===== config.mk =====
export PLATFORM = sky130hd
export DESIGN_NAME = lif_spike_encoder
export DESIGN_NICKNAME = d
export VERILOG_FILES = /design/src/rtl/lif_spike_encoder.sv
export SDC_FILE = /design/constraint.sdc
export NUM_CORES = 1
export LEC_CHECK = 0
export CAP_MARGIN = 20
export CORE_MARGIN = 3
export CORE_UTILIZATION = 45
export DETAILED_ROUTE_END_ITERATION = 10
export PLACE_DENSITY_LB_ADDON = 0.15
export SKIP_CTS_REPAIR_TIMING = 1
export SLEW_MARGIN = 20
export SYNTH_ARGS = -nofsm -noshare
export SYNTH_HDL_FRONTEND = slang
export SYNTH_SLANG_ARGS = --single-unit

===== constraint.sdc =====
create_clock -name clk -period 3 [get_ports clk]
set_clock_uncertainty 0.05 [all_clocks]
set_input_delay 0.45 -clock clk [delete_from_list [all_inputs] [get_ports clk]]
set_output_delay 0.45 -clock clk [all_outputs]
set_load 0.03 [all_outputs]

===== src/rtl/lif_spike_encoder.sv =====
// lif_spike_encoder: leaky integrate-and-fire spike encoder.
// Each accepted sample is added to a leaking membrane potential. When the
// potential reaches THRESHOLD, the block emits a one-cycle spike, clears the
// potential and ignores input for REFRAC cycles.
// Optional feature macro: SPIKE_COUNT_EN adds a saturating 16-bit spike_count.
module lif_spike_encoder #(
  parameter int WIDTH      = 8,
  parameter int THRESHOLD  = 128,
  parameter int LEAK_SHIFT = 3,
  parameter int REFRAC     = 4
) (
  input  logic             clk,
  input  logic             rst,
  input  logic             in_valid,
  input  logic [WIDTH-1:0] in_data,
  output logic             in_ready,
  output logic             spike,
  output logic [WIDTH-1:0] mem_out
`ifdef SPIKE_COUNT_EN
  ,
  output logic [15:0]      spike_count
`endif
);

  typedef enum logic {
    INTEGRATE  = 1'b0,
    REFRACTORY = 1'b1
  } state_t;

  localparam logic [WIDTH:0] SAT_MAX  = {1'b0, {WIDTH{1'b1}}};
  localparam logic [WIDTH:0] THR      = (WIDTH+1)'(THRESHOLD);
  localparam logic [7:0]     REFRAC_L = 8'(REFRAC);

  state_t           state;
  state_t           state_nxt;
  logic [7:0]       ref_cnt;
  logic             accept;
  logic [WIDTH:0]   sum;
  logic [WIDTH-1:0] nxt_mem;
  logic             fire;

  // Leak, integrate and saturate; fire when the saturated value meets threshold
  always_comb begin
    accept  = in_valid && in_ready;
    sum     = {1'b0, mem_out} - {1'b0, (mem_out >> LEAK_SHIFT)}
              + (accept ? {1'b0, in_data} : '0);
    nxt_mem = (sum > SAT_MAX) ? '1 : sum[WIDTH-1:0];
    fire    = (state == INTEGRATE) && ({1'b0, nxt_mem} >= THR);
  end

  // State register
  always_ff @(posedge clk) begin
    if (rst) state <= INTEGRATE;
    else     state <= state_nxt;
  end

  // Next-state logic; with REFRAC of zero a spike never leaves INTEGRATE
  always_comb begin
    state_nxt = state;
    case (state)
      INTEGRATE:  if (fire && (REFRAC_L != 8'd0)) state_nxt = REFRACTORY;
      REFRACTORY: if (ref_cnt == 8'd1)            state_nxt = INTEGRATE;
      default:                                    state_nxt = INTEGRATE;
    endcase
  end

  // Output logic: ready depends on state only
  always_comb begin
    in_ready = (state == INTEGRATE);
  end

  // Membrane, spike pulse and refractory counter
  always_ff @(posedge clk) begin
    if (rst) begin
      mem_out <= '0;
      spike   <= 1'b0;
      ref_cnt <= '0;
    end else if (state == INTEGRATE) begin
      if (fire) begin
        mem_out <= '0;
        spike   <= 1'b1;
        ref_cnt <= REFRAC_L;
      end else begin
        mem_out <= nxt_mem;
        spike   <= 1'b0;
      end
    end else begin
      mem_out <= '0;
      spike   <= 1'b0;
      ref_cnt <= ref_cnt - 8'd1;
    end
  end

`ifdef SPIKE_COUNT_EN
  // Saturating count of spike edges since reset
  always_ff @(posedge clk) begin
    if (rst)                                  spike_count <= '0;
    else if (fire && (spike_count != '1))     spike_count <= spike_count + 16'd1;
  end
`endif

endmodule


==> report_table.html, run 1 <==
<table>
<tr><th>Metric</th><th>Value</th></tr>
<tr><th colspan="2">Flow run</th></tr>
<tr><td># Max-Cap Violations</td><td>0</td></tr>
<tr><th colspan="2">Drt</th></tr>
<tr><td>Per-cell via count in the routed design</td><td>5.42</td></tr>
<tr><td>Wire length per cell</td><td>15.1 microns</td></tr>
<tr><td>Detailed-route via count</td><td>1247</td></tr>
<tr><td>Number of DRC markers in iteration 0</td><td>33</td></tr>
<tr><td>Wire length after detailed routing</td><td>3.47 mm</td></tr>
<tr><td>Number of antenna-violating nets in the routed design</td><td>0</td></tr>
<tr><td>Number of optimization iterations in the first detailed-route pass</td><td>4</td></tr>
<tr><td>Drt drc</td><td>0</td></tr>
<tr><th colspan="2">Clock tree</th></tr>
<tr><td>CTS H-Tree Depth</td><td>1</td></tr>
<tr><td>Register clock-pin slew on the reported worst setup and hold paths</td><td>0.10 ns</td></tr>
<tr><td>Total clock sinks</td><td>18</td></tr>
<tr><td>Clock tree from TritonCTS</td><td>yes</td></tr>
<tr><td>Buffer cell driving the clock tree root</td><td>sky130_fd_sc_hd__clkbuf_4</td></tr>
<tr><td>Number of buffers created by CTS</td><td>3</td></tr>
<tr><td>Clock Path Buffers</td><td>2</td></tr>
<tr><td>Insertion delay of the later-clocked pin in the worst-skew pair</td><td>0.30 ns</td></tr>
<tr><th colspan="2">Yosys</th></tr>
<tr><td>Total nets after synthesis</td><td>187</td></tr>
<tr><td>Post-synth EDFFs</td><td>0</td></tr>
<tr><td>Mean instance size in the synthesized netlist</td><td>8.79 sq um</td></tr>
<tr><td>Xor-xnor portion of the synthesized cell area</td><td>5.08%</td></tr>
<tr><td>Post-synth top cells</td><td>25 x sky130_fd_sc_hd__inv_1, 18 x sky130_fd_sc_hd__dfxtp_1, 14 x sky130_fd_sc_hd__ha_1, 14 x sky130_fd_sc_hd__nand2_1, 8 x sky130_fd_sc_hd__a21oi_1</td></tr>
<tr><td>Number of standard cells after synthesis</td><td>157</td></tr>
<tr><td>Area fraction in and, or, nand and nor cells after synthesis</td><td>22.9%</td></tr>
<tr><td>Dominant cell by count in the synthesized netlist</td><td>sky130_fd_sc_hd__inv_1</td></tr>
<tr><td>Biggest area contributors in the synthesized netlist</td><td>sky130_fd_sc_hd__dfxtp_1 26%, sky130_fd_sc_hd__ha_1 13%, sky130_fd_sc_hd__fa_1 7.3%</td></tr>
<tr><td>Sequential share of the synthesized area</td><td>26.1%</td></tr>
<tr><td>Synth Cell Area</td><td>1380 sq um</td></tr>
<tr><td>Combinational family with the most area after synthesis</td><td>simple AND/OR/NAND/NOR gates</td></tr>
<tr><td>Share of synthesized area spent on multiplexers</td><td>0.816%</td></tr>
<tr><td>Post-synth top area cell</td><td>sky130_fd_sc_hd__dfxtp_1</td></tr>
<tr><td>Async SR Flop Fraction</td><td>0%</td></tr>
<tr><td>Share of the synthesized area in the top cell type</td><td>26.1%</td></tr>
<tr><td>Area fraction in compound gates after synthesis</td><td>15.6%</td></tr>
<tr><td>Flops &amp; latches, synth</td><td>18</td></tr>
<tr><td>Top_reg_cell synth</td><td>sky130_fd_sc_hd__dfxtp_1</td></tr>
<tr><td>Number of unique standard cell types used by synthesis</td><td>42</td></tr>
<tr><td>Number of warnings issued by yosys</td><td>0</td></tr>
<tr><td>Area share of fa/ha/maj cells after synthesis</td><td>19.9%</td></tr>
<tr><th colspan="2">Setup path</th></tr>
<tr><td>Reg-to-Reg End</td><td>ref_cnt[5]</td></tr>
<tr><td>Most frequent cell on the critical path</td><td>sky130_fd_sc_hd__a211oi_2</td></tr>
<tr><td>Kind of start point of the critical path</td><td>primary input</td></tr>
<tr><td>R2r startpoint</td><td>state</td></tr>
<tr><td>Number of buffers and inverters on the critical path</td><td>4</td></tr>
<tr><td>Family of cells with the greatest summed delay on the critical path</td><td>buffers and inverters</td></tr>
<tr><td>Delay of the slowest cell on the worst path</td><td>0.48 ns</td></tr>
<tr><td>Crit path arrival time</td><td>3.10 ns</td></tr>
<tr><td>Required @ worst endpoint</td><td>3.17 ns</td></tr>
<tr><td>Reg2Reg Depth</td><td>13</td></tr>
<tr><td>Crit. End Element</td><td>flip-flop</td></tr>
<tr><td>Setup slack on the worst flop-to-flop path</td><td>0.11 ns</td></tr>
<tr><td>CP max stage cell</td><td>sky130_fd_sc_hd__fa_1</td></tr>
<tr><td>Critical path, cell by cell</td><td>clkdlybuf4s50_1 -&gt; nand2_1 -&gt; fa_1 -&gt; inv_1 -&gt; ha_1 -&gt; a211oi_2 -&gt; nor3_2 -&gt; mux2_2 -&gt; o211ai_2 -&gt; buf_6 -&gt; buf_4 -&gt; a211oi_2</td></tr>
<tr><td>Critical path fanouts, max</td><td>5</td></tr>
<tr><td>Path length in cells of the critical path</td><td>12</td></tr>
<tr><td>CP Class</td><td>in2reg</td></tr>
<tr><th colspan="2">Power</th></tr>
<tr><td>Power density over cell area</td><td>1230 nW/um^2</td></tr>
<tr><td>Cell leakage power</td><td>0.803 nW</td></tr>
<tr><td>Worst IR Drop VDD</td><td>0.624 mV</td></tr>
<tr><td>Post-layout total power</td><td>2.39 mW</td></tr>
<tr><th colspan="2">Timing</th></tr>
<tr><td>Fin crit period</td><td>2.93 ns</td></tr>
<tr><td>Share of the clock period used by the worst path</td><td>97.7%</td></tr>
<tr><td>Worst relative slew slack</td><td>38.2%</td></tr>
<tr><td>Peak Freq</td><td>341 MHz</td></tr>
<tr><td>Final Hold Fails</td><td>0</td></tr>
<tr><td>Final number of max-transition violations</td><td>0</td></tr>
<tr><td>Final critical-path setup slack</td><td>0.0691 ns</td></tr>
<tr><td>Slew at the pin with the worst max-slew slack</td><td>0.924 ns</td></tr>
<tr><td>Count of final setup violators</td><td>0</td></tr>
<tr><th colspan="2">Worst hold path</th></tr>
<tr><td>Hold Path Stages</td><td>2</td></tr>
<tr><td>Terminating pin of the worst hold path</td><td>ref_cnt[6]</td></tr>
<tr><td>Hold path startpoint</td><td>ref_cnt[6]</td></tr>
<tr><td>Hold Path Class</td><td>reg2reg</td></tr>
<tr><th colspan="2">Global routing</th></tr>
<tr><td>Pin count of the biggest net entering global routing</td><td>22</td></tr>
<tr><td>Vias in the first global route</td><td>1219</td></tr>
<tr><td>Global-route wire length before repair</td><td>5.09 mm</td></tr>
<tr><td>Final global-route overflow total</td><td>0</td></tr>
<tr><td>Global-route total usage across every layer</td><td>18.3%</td></tr>
<tr><td>Number of antenna violations at the first check in global routing</td><td>0</td></tr>
<tr><th colspan="2">Layout</th></tr>
<tr><td>Count of filler cells inserted in the layout</td><td>236</td></tr>
<tr><td>Area of all placed cells without fillers</td><td>1940 sq um</td></tr>
<tr><td>Total Nets Final</td><td>230</td></tr>
<tr><td>Ratio of cells with drive above 1 in the final layout</td><td>29.1%</td></tr>
<tr><td>Ant diodes</td><td>0</td></tr>
<tr><td>Utilization after layout</td><td>68.7%</td></tr>
<tr><td>Post-route insts no fill</td><td>230</td></tr>
<tr><td>Synth-to-layout area growth</td><td>40.8%</td></tr>
<tr><th colspan="2">Floorplanning</th></tr>
<tr><td>Number of placement rows</td><td>19</td></tr>
<tr><td>Core Box Area</td><td>2830 sq um</td></tr>
<tr><td>Chip width</td><td>61.4 microns</td></tr>
<tr><td>Die outline area</td><td>3770 sq um</td></tr>
<tr><td>Initial Utilization</td><td>48.8%</td></tr>
<tr><td>IO Count</td><td>21</td></tr>
<tr><td>Die H</td><td>61.4 microns</td></tr>
<tr><th colspan="2">Placed design</th></tr>
<tr><td>Pre-CTS setup slack</td><td>-0.578 ns</td></tr>
<tr><td>Post-place instance area</td><td>1750 sq um</td></tr>
<tr><td>Total of buffers placed on input and output ports</td><td>20</td></tr>
<tr><td>Placed Instances</td><td>224</td></tr>
<tr><td>Gpl congestion</td><td>0.801</td></tr>
<tr><td>Placed wire-length estimate after detailed placement</td><td>2.40 mm</td></tr>
<tr><th colspan="2">Run status</th></tr>
<tr><td>Result of the run</td><td>finished clean</td></tr>
</table>
## tightest hold or removal path, stage by stage, from the launching register on
cell,delay (ns)
sky130_fd_sc_hd__dfxtp_1,0.33
sky130_fd_sc_hd__inv_1,0.10
sky130_fd_sc_hd__o41ai_2,0.08
## sequential cells by signal (all words and copies together), names as in the netlist
name and count:
mem_out 8, spike 1, ref_cnt 8, state 1
## power by group
group	internal [mW]	leakage, nW	total (mW)	switching [mW]
clock network	0.0741	0.0210	0.156	0.0823
logic	0.883	0.635	1.85	0.964
registers	0.319	0.147	0.387	0.0683
## per-layer routing
| metal | up-vias | GRT usage [%] | routed length (microns) |
|---|---|---|---|
| met1 | 600 | 20.5 | 1450 |
| met2 | 18 | 34.9 | 1910 |
| met3 | 4 | 3.77 | 89 |
| li1 | 625 | - | - |
| met4 | 0 | 4.55 | 31 |
| met5 | - | 0 | 0 |
## worst max path at each step
stage	startpoint	endpoint	slack (ns)
final	in_data[1]	ref_cnt[5]	0.07
after CTS	in_valid	ref_cnt[6]	-0.27
after global placement	in_valid	ref_cnt[6]	-0.53
after global routing	state	ref_cnt[5]	-0.01
after detailed placement	in_valid	ref_cnt[6]	-0.58
after floorplan	state	ref_cnt[1]	0.03
## cells in the final DEF, fill, tap and decap left out, types with 5 or more instances in the layout
master                             n
sky130_fd_sc_hd__inv_1            24
sky130_fd_sc_hd__clkdlybuf4s50_1  19
sky130_fd_sc_hd__nand2_1          13
sky130_fd_sc_hd__buf_4            21
sky130_fd_sc_hd__dfxtp_1          18
sky130_fd_sc_hd__ha_1             11
sky130_fd_sc_hd__nor3_1            6
sky130_fd_sc_hd__a21oi_1           5
sky130_fd_sc_hd__a211oi_2          5
## kinds of logic (layout without fill, tap and decap cells)
| logic type | count (synthesis) | after routing |
|---|---|---|
| flip-flops | 18 | 18 |
| AND/OR/NAND/NOR | 51 | 51 |
| buffers and inverters | 32 | 74 |
| XOR/XNOR | 8 | 8 |
| other | 1 | 1 |
| adder cells (fa/ha/maj) | 19 | 19 |
| multiplexers | 1 | 1 |
| AO/OA/AOI/OAI | 27 | 27 |
## layout make-up
type | count | area [sq um] | area share [%]
Multi-Input combinational cell | 107 | 1020 | 52.3
Timing Repair Buffer | 44 | 394 | 20.3
Sequential cell | 18 | 360 | 18.5
Inverter | 26 | 97.6 | 5.02
Tap cell | 31 | 38.8 | 2.00
Clock buffer | 4 | 36.3 | 1.87
## per-stage QoR
| stage | hold WS, ns | TNS (ns) |
|---|---|---|
| after CTS | 0.473 | -3.22 |
| final | 0.500 | 0 |
| after floorplan | 0.426 | 0 |
| after global placement | 0.434 | -7.43 |
| after detailed placement | 0.457 | -8.58 |
| after global routing | 0.519 | -0.0530 |
(Power assumes the default switching activity.)
==> run 2, diff against run 1 <==
==> constraint.sdc (replaced) <==
create_clock -name clk -period 3 [get_ports clk]
set_clock_uncertainty 0.05 [all_clocks]
set_input_delay 0.6 -clock clk [delete_from_list [all_inputs] [get_ports clk]]
set_output_delay 0.6 -clock clk [all_outputs]
set_load 0.03 [all_outputs]
==> report_table.html, run 2 (same netlist as run 1, synthesis figures left out) <==
<table>
<tr><th>Metric</th><th>Value</th></tr>
<tr><th colspan="2">Floorplanning</th></tr>
<tr><td>Core Box Area</td><td>2830 sq um</td></tr>
<tr><td>Die H</td><td>61.4 microns</td></tr>
<tr><td>Chip width</td><td>61.4 microns</td></tr>
<tr><td>Number of placement rows</td><td>19</td></tr>
<tr><td>IO Count</td><td>21</td></tr>
<tr><td>Initial Utilization</td><td>48.8%</td></tr>
<tr><td>Die outline area</td><td>3770 sq um</td></tr>
<tr><th colspan="2">Layout</th></tr>
<tr><td>Most frequent standard cell in the layout excluding fill and tap cells</td><td>sky130_fd_sc_hd__inv_1</td></tr>
<tr><td>Ant diodes</td><td>0</td></tr>
<tr><td>Area of the multi-input gates</td><td>1070 sq um</td></tr>
<tr><td>Total Nets Final</td><td>227</td></tr>
<tr><td>Largest registers</td><td>mem_out x8, ref_cnt x8</td></tr>
<tr><td>Post-route insts no fill</td><td>227</td></tr>
<tr><td>Count of filler cells inserted in the layout</td><td>220</td></tr>
<tr><td>Total area of sequential cells</td><td>360 sq um</td></tr>
<tr><td>Most frequent cells in the layout</td><td>21 x sky130_fd_sc_hd__inv_1, 18 x sky130_fd_sc_hd__dfxtp_1, 18 x sky130_fd_sc_hd__buf_4, 17 x sky130_fd_sc_hd__clkdlybuf4s50_1, 12 x sky130_fd_sc_hd__nand2_1</td></tr>
<tr><td>Synth-to-layout area growth</td><td>42.9%</td></tr>
<tr><td>Ratio of cells with drive above 1 in the final layout</td><td>32.7%</td></tr>
<tr><th colspan="2">Power</th></tr>
<tr><td>Power density over cell area</td><td>1240 nW/um^2</td></tr>
<tr><td>Worst IR Drop VDD</td><td>0.641 mV</td></tr>
<tr><td>Post-layout total power</td><td>2.45 mW</td></tr>
<tr><td>Cell leakage power</td><td>0.797 nW</td></tr>
<tr><th colspan="2">Worst hold path</th></tr>
<tr><td>Hold Path Class</td><td>reg2reg</td></tr>
<tr><td>Terminating pin of the worst hold path</td><td>ref_cnt[6]</td></tr>
<tr><td>Hold path startpoint</td><td>ref_cnt[6]</td></tr>
<tr><td>Hold Path Stages</td><td>2</td></tr>
<tr><th colspan="2">Drt</th></tr>
<tr><td>Wire length after detailed routing</td><td>3.30 mm</td></tr>
<tr><td>Number of antenna-violating nets in the routed design</td><td>0</td></tr>
<tr><td>Number of optimization iterations in the first detailed-route pass</td><td>4</td></tr>
<tr><td>Wire length per cell</td><td>14.6 microns</td></tr>
<tr><td>Detailed-route via count</td><td>1242</td></tr>
<tr><td>Per-cell via count in the routed design</td><td>5.47</td></tr>
<tr><td>Drt drc</td><td>0</td></tr>
<tr><td>Number of DRC markers in iteration 0</td><td>42</td></tr>
<tr><th colspan="2">Clock tree</th></tr>
<tr><td>Buffer cell driving the clock tree root</td><td>sky130_fd_sc_hd__clkbuf_4</td></tr>
<tr><td>Clock Path Buffers</td><td>2</td></tr>
<tr><td>Insertion delay of the later-clocked pin in the worst-skew pair</td><td>0.30 ns</td></tr>
<tr><td>Clock tree from TritonCTS</td><td>yes</td></tr>
<tr><td>Number of buffers created by CTS</td><td>3</td></tr>
<tr><td>Register clock-pin slew on the reported worst setup and hold paths</td><td>0.11 ns</td></tr>
<tr><td>Total clock sinks</td><td>18</td></tr>
<tr><td>CTS H-Tree Depth</td><td>1</td></tr>
<tr><th colspan="2">Global routing</th></tr>
<tr><td>Vias in the first global route</td><td>1154</td></tr>
<tr><td>Number of antenna violations at the first check in global routing</td><td>0</td></tr>
<tr><td>Pin count of the biggest net entering global routing</td><td>20</td></tr>
<tr><td>Global-route wire length before repair</td><td>5.08 mm</td></tr>
<tr><td>Final global-route overflow total</td><td>0</td></tr>
<tr><td>Global-route total usage across every layer</td><td>18.1%</td></tr>
<tr><th colspan="2">Setup path</th></tr>
<tr><td>Reg-to-Reg End</td><td>ref_cnt[3]</td></tr>
<tr><td>Crit. End Element</td><td>flip-flop</td></tr>
<tr><td>Reg2Reg Depth</td><td>12</td></tr>
<tr><td>Setup slack on the worst flop-to-flop path</td><td>0.22 ns</td></tr>
<tr><td>Critical path fanouts, max</td><td>8</td></tr>
<tr><td>Crit path arrival time</td><td>3.10 ns</td></tr>
<tr><td>Kind of start point of the critical path</td><td>primary input</td></tr>
<tr><td>CP Class</td><td>in2reg</td></tr>
<tr><td>Required @ worst endpoint</td><td>3.17 ns</td></tr>
<tr><td>R2r startpoint</td><td>state</td></tr>
<tr><th colspan="2">Timing</th></tr>
<tr><td>Fin crit period</td><td>2.92 ns</td></tr>
<tr><td>Final Hold Fails</td><td>0</td></tr>
<tr><td>Final number of max-transition violations</td><td>0</td></tr>
<tr><td>Worst relative slew slack</td><td>64.6%</td></tr>
<tr><td>Slew at the pin with the worst max-slew slack</td><td>0.529 ns</td></tr>
<tr><td>Setup repair after global routing missed its margin</td><td>no</td></tr>
<tr><td>Share of the clock period used by the worst path</td><td>97.4%</td></tr>
<tr><td>Peak Freq</td><td>342 MHz</td></tr>
<tr><td>Count of final setup violators</td><td>0</td></tr>
<tr><th colspan="2">Placed design</th></tr>
<tr><td>Placed wire-length estimate after detailed placement</td><td>2.54 mm</td></tr>
<tr><td>Gpl congestion</td><td>0.819</td></tr>
<tr><td>Placed Instances</td><td>220</td></tr>
<tr><td>Total of buffers placed on input and output ports</td><td>20</td></tr>
<tr><th colspan="2">Flow run</th></tr>
<tr><td># Max-Cap Violations</td><td>0</td></tr>
<tr><th colspan="2">Run status</th></tr>
<tr><td>Result of the run</td><td>finished clean</td></tr>
</table>
-- run 2: worst max-delay path, cell delays in order --
cell	delay, ns
sky130_fd_sc_hd__clkdlybuf4s50_1	0.46
sky130_fd_sc_hd__nand2_1	0.06
sky130_fd_sc_hd__fa_1	0.48
sky130_fd_sc_hd__inv_1	0.07
sky130_fd_sc_hd__ha_4	0.27
sky130_fd_sc_hd__a21oi_4	0.19
sky130_fd_sc_hd__a21oi_4	0.09
sky130_fd_sc_hd__o31a_1	0.33
sky130_fd_sc_hd__o211ai_2	0.22
sky130_fd_sc_hd__buf_6	0.18
sky130_fd_sc_hd__nor3b_2	0.15
-- run 2: layout make-up --
type	count	share of cell area, %
multi-input combinational	107	54.3
timing repair buffer	41	18.7
sequential	18	18.3
inverter	26	4.95
tap	31	1.97
clock buffer	4	1.84
-- run 2: metal layers --
metal / part of all wire, % / global-route usage [%] / up-vias
met1: 41 / 21.0 / 596
met3: 2.7 / 2.10 / 5
met4: 1.5 / 6.97 / 0
met2: 55 / 33.7 / 22
li1: - / - / 619
met5: 0 / 0 / -
-- run 2: worst max-delay path by stage --
| stage | start | to | cells after the start |
|---|---|---|---|
| after floorplan | in_valid | ref_cnt[1] | 12 |
| after global placement | in_valid | ref_cnt[6] | 13 |
| after detailed placement | in_valid | ref_cnt[6] | 14 |
| after CTS | in_valid | ref_cnt[3] | 14 |
| after global routing | in_data[3] | spike | 11 |
| final | in_data[3] | spike | 11 |
-- run 2: metrics by stage --
stage	hold WS [ns]	setup WS, ns	cell area [sq um]	util, %	TNS [ns]
6_report	0.482	0.0770	1970	69.7	0
2_1_floorplan	0.426	0.00711	1410	-	0
4_1_cts	0.475	-0.335	1780	63.1	-4.35
3_5_place_dp	0.458	-0.656	1750	61.8	-9.79
3_3_place_gp	0.434	-0.571	1750	61.8	-8.87
5_1_grt	0.510	0.00242	1970	69.7	0
-- run 2: power by group --
group | switching (mW) | internal (mW)
clock network | 0.0802 | 0.0740
logic | 0.993 | 0.923
registers | 0.0654 | 0.319
total | 1.14 | 1.32
==> run 3, diff against run 2 <==
- CORE_UTILIZATION: 45 -> 48
==> report_table.html, run 3 (same netlist as run 1, synthesis figures left out) <==
<table>
<tr><th>Metric</th><th>Value</th></tr>
<tr><th colspan="2">Setup path</th></tr>
<tr><td>Required @ worst endpoint</td><td>3.14 ns</td></tr>
<tr><td>Kind of start point of the critical path</td><td>primary input</td></tr>
<tr><td>Crit path arrival time</td><td>3.18 ns</td></tr>
<tr><td>Critical path fanouts, max</td><td>4</td></tr>
<tr><td>Crit. End Element</td><td>flip-flop</td></tr>
<tr><td>CP Class</td><td>in2reg</td></tr>
<tr><th colspan="2">Layout</th></tr>
<tr><td>Most frequent standard cell in the layout excluding fill and tap cells</td><td>sky130_fd_sc_hd__buf_4</td></tr>
<tr><td>Synth-to-layout area growth</td><td>48.8%</td></tr>
<tr><td>Ant diodes</td><td>0</td></tr>
<tr><td>Total Nets Final</td><td>236</td></tr>
<tr><td>Post-route insts no fill</td><td>235</td></tr>
<tr><td>Area of all placed cells without fillers</td><td>2050 sq um</td></tr>
<tr><td>Count of filler cells inserted in the layout</td><td>161</td></tr>
<tr><td>Most frequent cells in the layout</td><td>25 x sky130_fd_sc_hd__buf_4, 20 x sky130_fd_sc_hd__inv_1, 17 x sky130_fd_sc_hd__clkdlybuf4s50_1, 17 x sky130_fd_sc_hd__dfxtp_1, 12 x sky130_fd_sc_hd__nand2_1</td></tr>
<tr><td>Ratio of cells with drive above 1 in the final layout</td><td>36.6%</td></tr>
<tr><td>Largest registers</td><td>mem_out x8, ref_cnt x8</td></tr>
<tr><th colspan="2">Placed design</th></tr>
<tr><td>Pre-CTS setup slack</td><td>-0.651 ns</td></tr>
<tr><td>Total of buffers placed on input and output ports</td><td>20</td></tr>
<tr><td>Post-place instance area</td><td>1810 sq um</td></tr>
<tr><td>Placed wire-length estimate after detailed placement</td><td>2.44 mm</td></tr>
<tr><td>Placed Instances</td><td>227</td></tr>
<tr><td>Gpl congestion</td><td>0.795</td></tr>
<tr><th colspan="2">Timing</th></tr>
<tr><td>Peak Freq</td><td>330 MHz</td></tr>
<tr><td>Slew at the pin with the worst max-slew slack</td><td>0.993 ns</td></tr>
<tr><td>Setup repair after global routing missed its margin</td><td>yes</td></tr>
<tr><td>Final number of max-transition violations</td><td>0</td></tr>
<tr><td>Worst relative slew slack</td><td>33.6%</td></tr>
<tr><td>Fin crit period</td><td>3.03 ns</td></tr>
<tr><td>Final Hold Fails</td><td>0</td></tr>
<tr><td>Share of the clock period used by the worst path</td><td>101%</td></tr>
<tr><td>Post-Route Setup TNS</td><td>-0.0349 ns</td></tr>
<tr><td>Final critical-path setup slack</td><td>-0.0349 ns</td></tr>
<tr><td>Count of final setup violators</td><td>1</td></tr>
<tr><th colspan="2">Global routing</th></tr>
<tr><td>Vias in the first global route</td><td>1220</td></tr>
<tr><td>Number of antenna violations at the first check in global routing</td><td>0</td></tr>
<tr><td>Global-route track usage on met1</td><td>21.8%</td></tr>
<tr><td>Met2 Resource Use GR</td><td>34.3%</td></tr>
<tr><td>Met3 GRT Util</td><td>2.61%</td></tr>
<tr><td>Global-route total usage across every layer</td><td>18.7%</td></tr>
<tr><td>Global-route wire length before repair</td><td>5.07 mm</td></tr>
<tr><td>Routing layer with the top usage in global route</td><td>met2</td></tr>
<tr><td>Pin count of the biggest net entering global routing</td><td>22</td></tr>
<tr><td>Final global-route overflow total</td><td>0</td></tr>
<tr><th colspan="2">Power</th></tr>
<tr><td>Worst IR Drop VDD</td><td>0.863 mV</td></tr>
<tr><td>Sequential Power Share</td><td>15.1%</td></tr>
<tr><td>Part of the power in combinational logic</td><td>78.6%</td></tr>
<tr><td>Power density over cell area</td><td>1260 nW/um^2</td></tr>
<tr><td>Switching fraction of total power</td><td>45.3%</td></tr>
<tr><td>Reported net switching power</td><td>1.17 mW</td></tr>
<tr><td>Relative contribution of the clock network to total power</td><td>6.3%</td></tr>
<tr><td>Pint</td><td>1.41 mW</td></tr>
<tr><td>Cell leakage power</td><td>0.854 nW</td></tr>
<tr><th colspan="2">Drt</th></tr>
<tr><td>Detailed-route via count</td><td>1292</td></tr>
<tr><td>Number of optimization iterations in the first detailed-route pass</td><td>4</td></tr>
<tr><td>Wire length after detailed routing</td><td>3.55 mm</td></tr>
<tr><td>Number of DRC markers in iteration 0</td><td>68</td></tr>
<tr><td>Per-cell via count in the routed design</td><td>5.50</td></tr>
<tr><td>Wire length per cell</td><td>15.1 microns</td></tr>
<tr><td>Number of antenna-violating nets in the routed design</td><td>0</td></tr>
<tr><td>Drt drc</td><td>0</td></tr>
<tr><th colspan="2">Flow run</th></tr>
<tr><td># Max-Cap Violations</td><td>0</td></tr>
<tr><th colspan="2">Clock tree</th></tr>
<tr><td>Clock Path Buffers</td><td>2</td></tr>
<tr><td>CTS H-Tree Depth</td><td>1</td></tr>
<tr><td>Register clock-pin slew on the reported worst setup and hold paths</td><td>0.12 ns</td></tr>
<tr><td>Buffer cell driving the clock tree root</td><td>sky130_fd_sc_hd__clkbuf_4</td></tr>
<tr><td>Insertion delay of the later-clocked pin in the worst-skew pair</td><td>0.31 ns</td></tr>
<tr><td>Total clock sinks</td><td>18</td></tr>
<tr><td>Number of buffers created by CTS</td><td>3</td></tr>
<tr><td>Clock tree from TritonCTS</td><td>yes</td></tr>
<tr><th colspan="2">Run status</th></tr>
<tr><td>Failing checks</td><td>negative setup slack</td></tr>
<tr><td>Result of the run</td><td>finished with violations</td></tr>
<tr><th colspan="2">Floorplanning</th></tr>
<tr><td>Die outline area</td><td>3550 sq um</td></tr>
<tr><td>Chip width</td><td>59.6 microns</td></tr>
<tr><td>IO Count</td><td>21</td></tr>
<tr><td>Die H</td><td>59.6 microns</td></tr>
<tr><td>Initial Utilization</td><td>52.8%</td></tr>
<tr><td>Core Box Area</td><td>2610 sq um</td></tr>
<tr><td>Number of placement rows</td><td>18</td></tr>
<tr><th colspan="2">Worst hold path</th></tr>
<tr><td>Hold Path Class</td><td>reg2reg</td></tr>
</table>
run 3: area by class of cell:
type	instances	area, sq um	area share (%)
multi-input cells	107	1070	52.1
repair buffers	50	450	21.9
flip-flops and latches	18	362	17.6
inverters	26	97.6	4.75
well taps	30	37.5	1.83
clock buffers	4	36.3	1.77
run 3: power groups by stage:
stage               Sequential [mW]  Combinational [mW]  Clock, mW
floorplan                     0.423                1.07          0
global placement              0.381                1.64          0
detailed placement            0.387                1.67          0
CTS                           0.381                1.69      0.162
global route                  0.400                2.19      0.172
finish                        0.388                2.03      0.162
run 3: path summary, 6_finish.rpt:
kind,start,endpoint,slack (ns),cells past startpoint
hold / removal,ref_cnt[6],ref_cnt[6],0.49,2
setup / recovery,in_data[3],mem_out[5],-0.03,11
setup reg to reg,state,mem_out[5],0.01,12
hold reg to reg,ref_cnt[6],ref_cnt[6],0.49,2
run 3: worst max-delay path, cell delays in order:
cell	delay [ns]
sky130_fd_sc_hd__clkdlybuf4s50_1	0.47
sky130_fd_sc_hd__nand2_1	0.08
sky130_fd_sc_hd__fa_1	0.51
sky130_fd_sc_hd__inv_2	0.05
sky130_fd_sc_hd__ha_4	0.24
sky130_fd_sc_hd__a21oi_4	0.14
sky130_fd_sc_hd__a21oi_2	0.09
sky130_fd_sc_hd__nor4_2	0.37
sky130_fd_sc_hd__o211ai_2	0.16
sky130_fd_sc_hd__buf_4	0.19
sky130_fd_sc_hd__nor4_1	0.28
run 3: stage by stage:
step                      util (%)  hold WS, ns  total power, mW
after floorplan                  -        0.426             1.49
after global placement        69.2        0.431             2.02
after detailed placement      69.2        0.452             2.06
after CTS                     70.5        0.469             2.23
after global routing          78.6        0.520             2.76
final                         78.6        0.485             2.58
run 3: per-layer routing:
| layer | vias to the layer above | wire (microns) | part of all wire [%] |
|---|---|---|---|
| met4 | 0 | 72 | 2.0 |
| met1 | 611 | 1460 | 41 |
| met3 | 9 | 156 | 4.4 |
| met5 | - | 0 | 0 |
| li1 | 635 | - | - |
| met2 | 37 | 1850 | 52 |
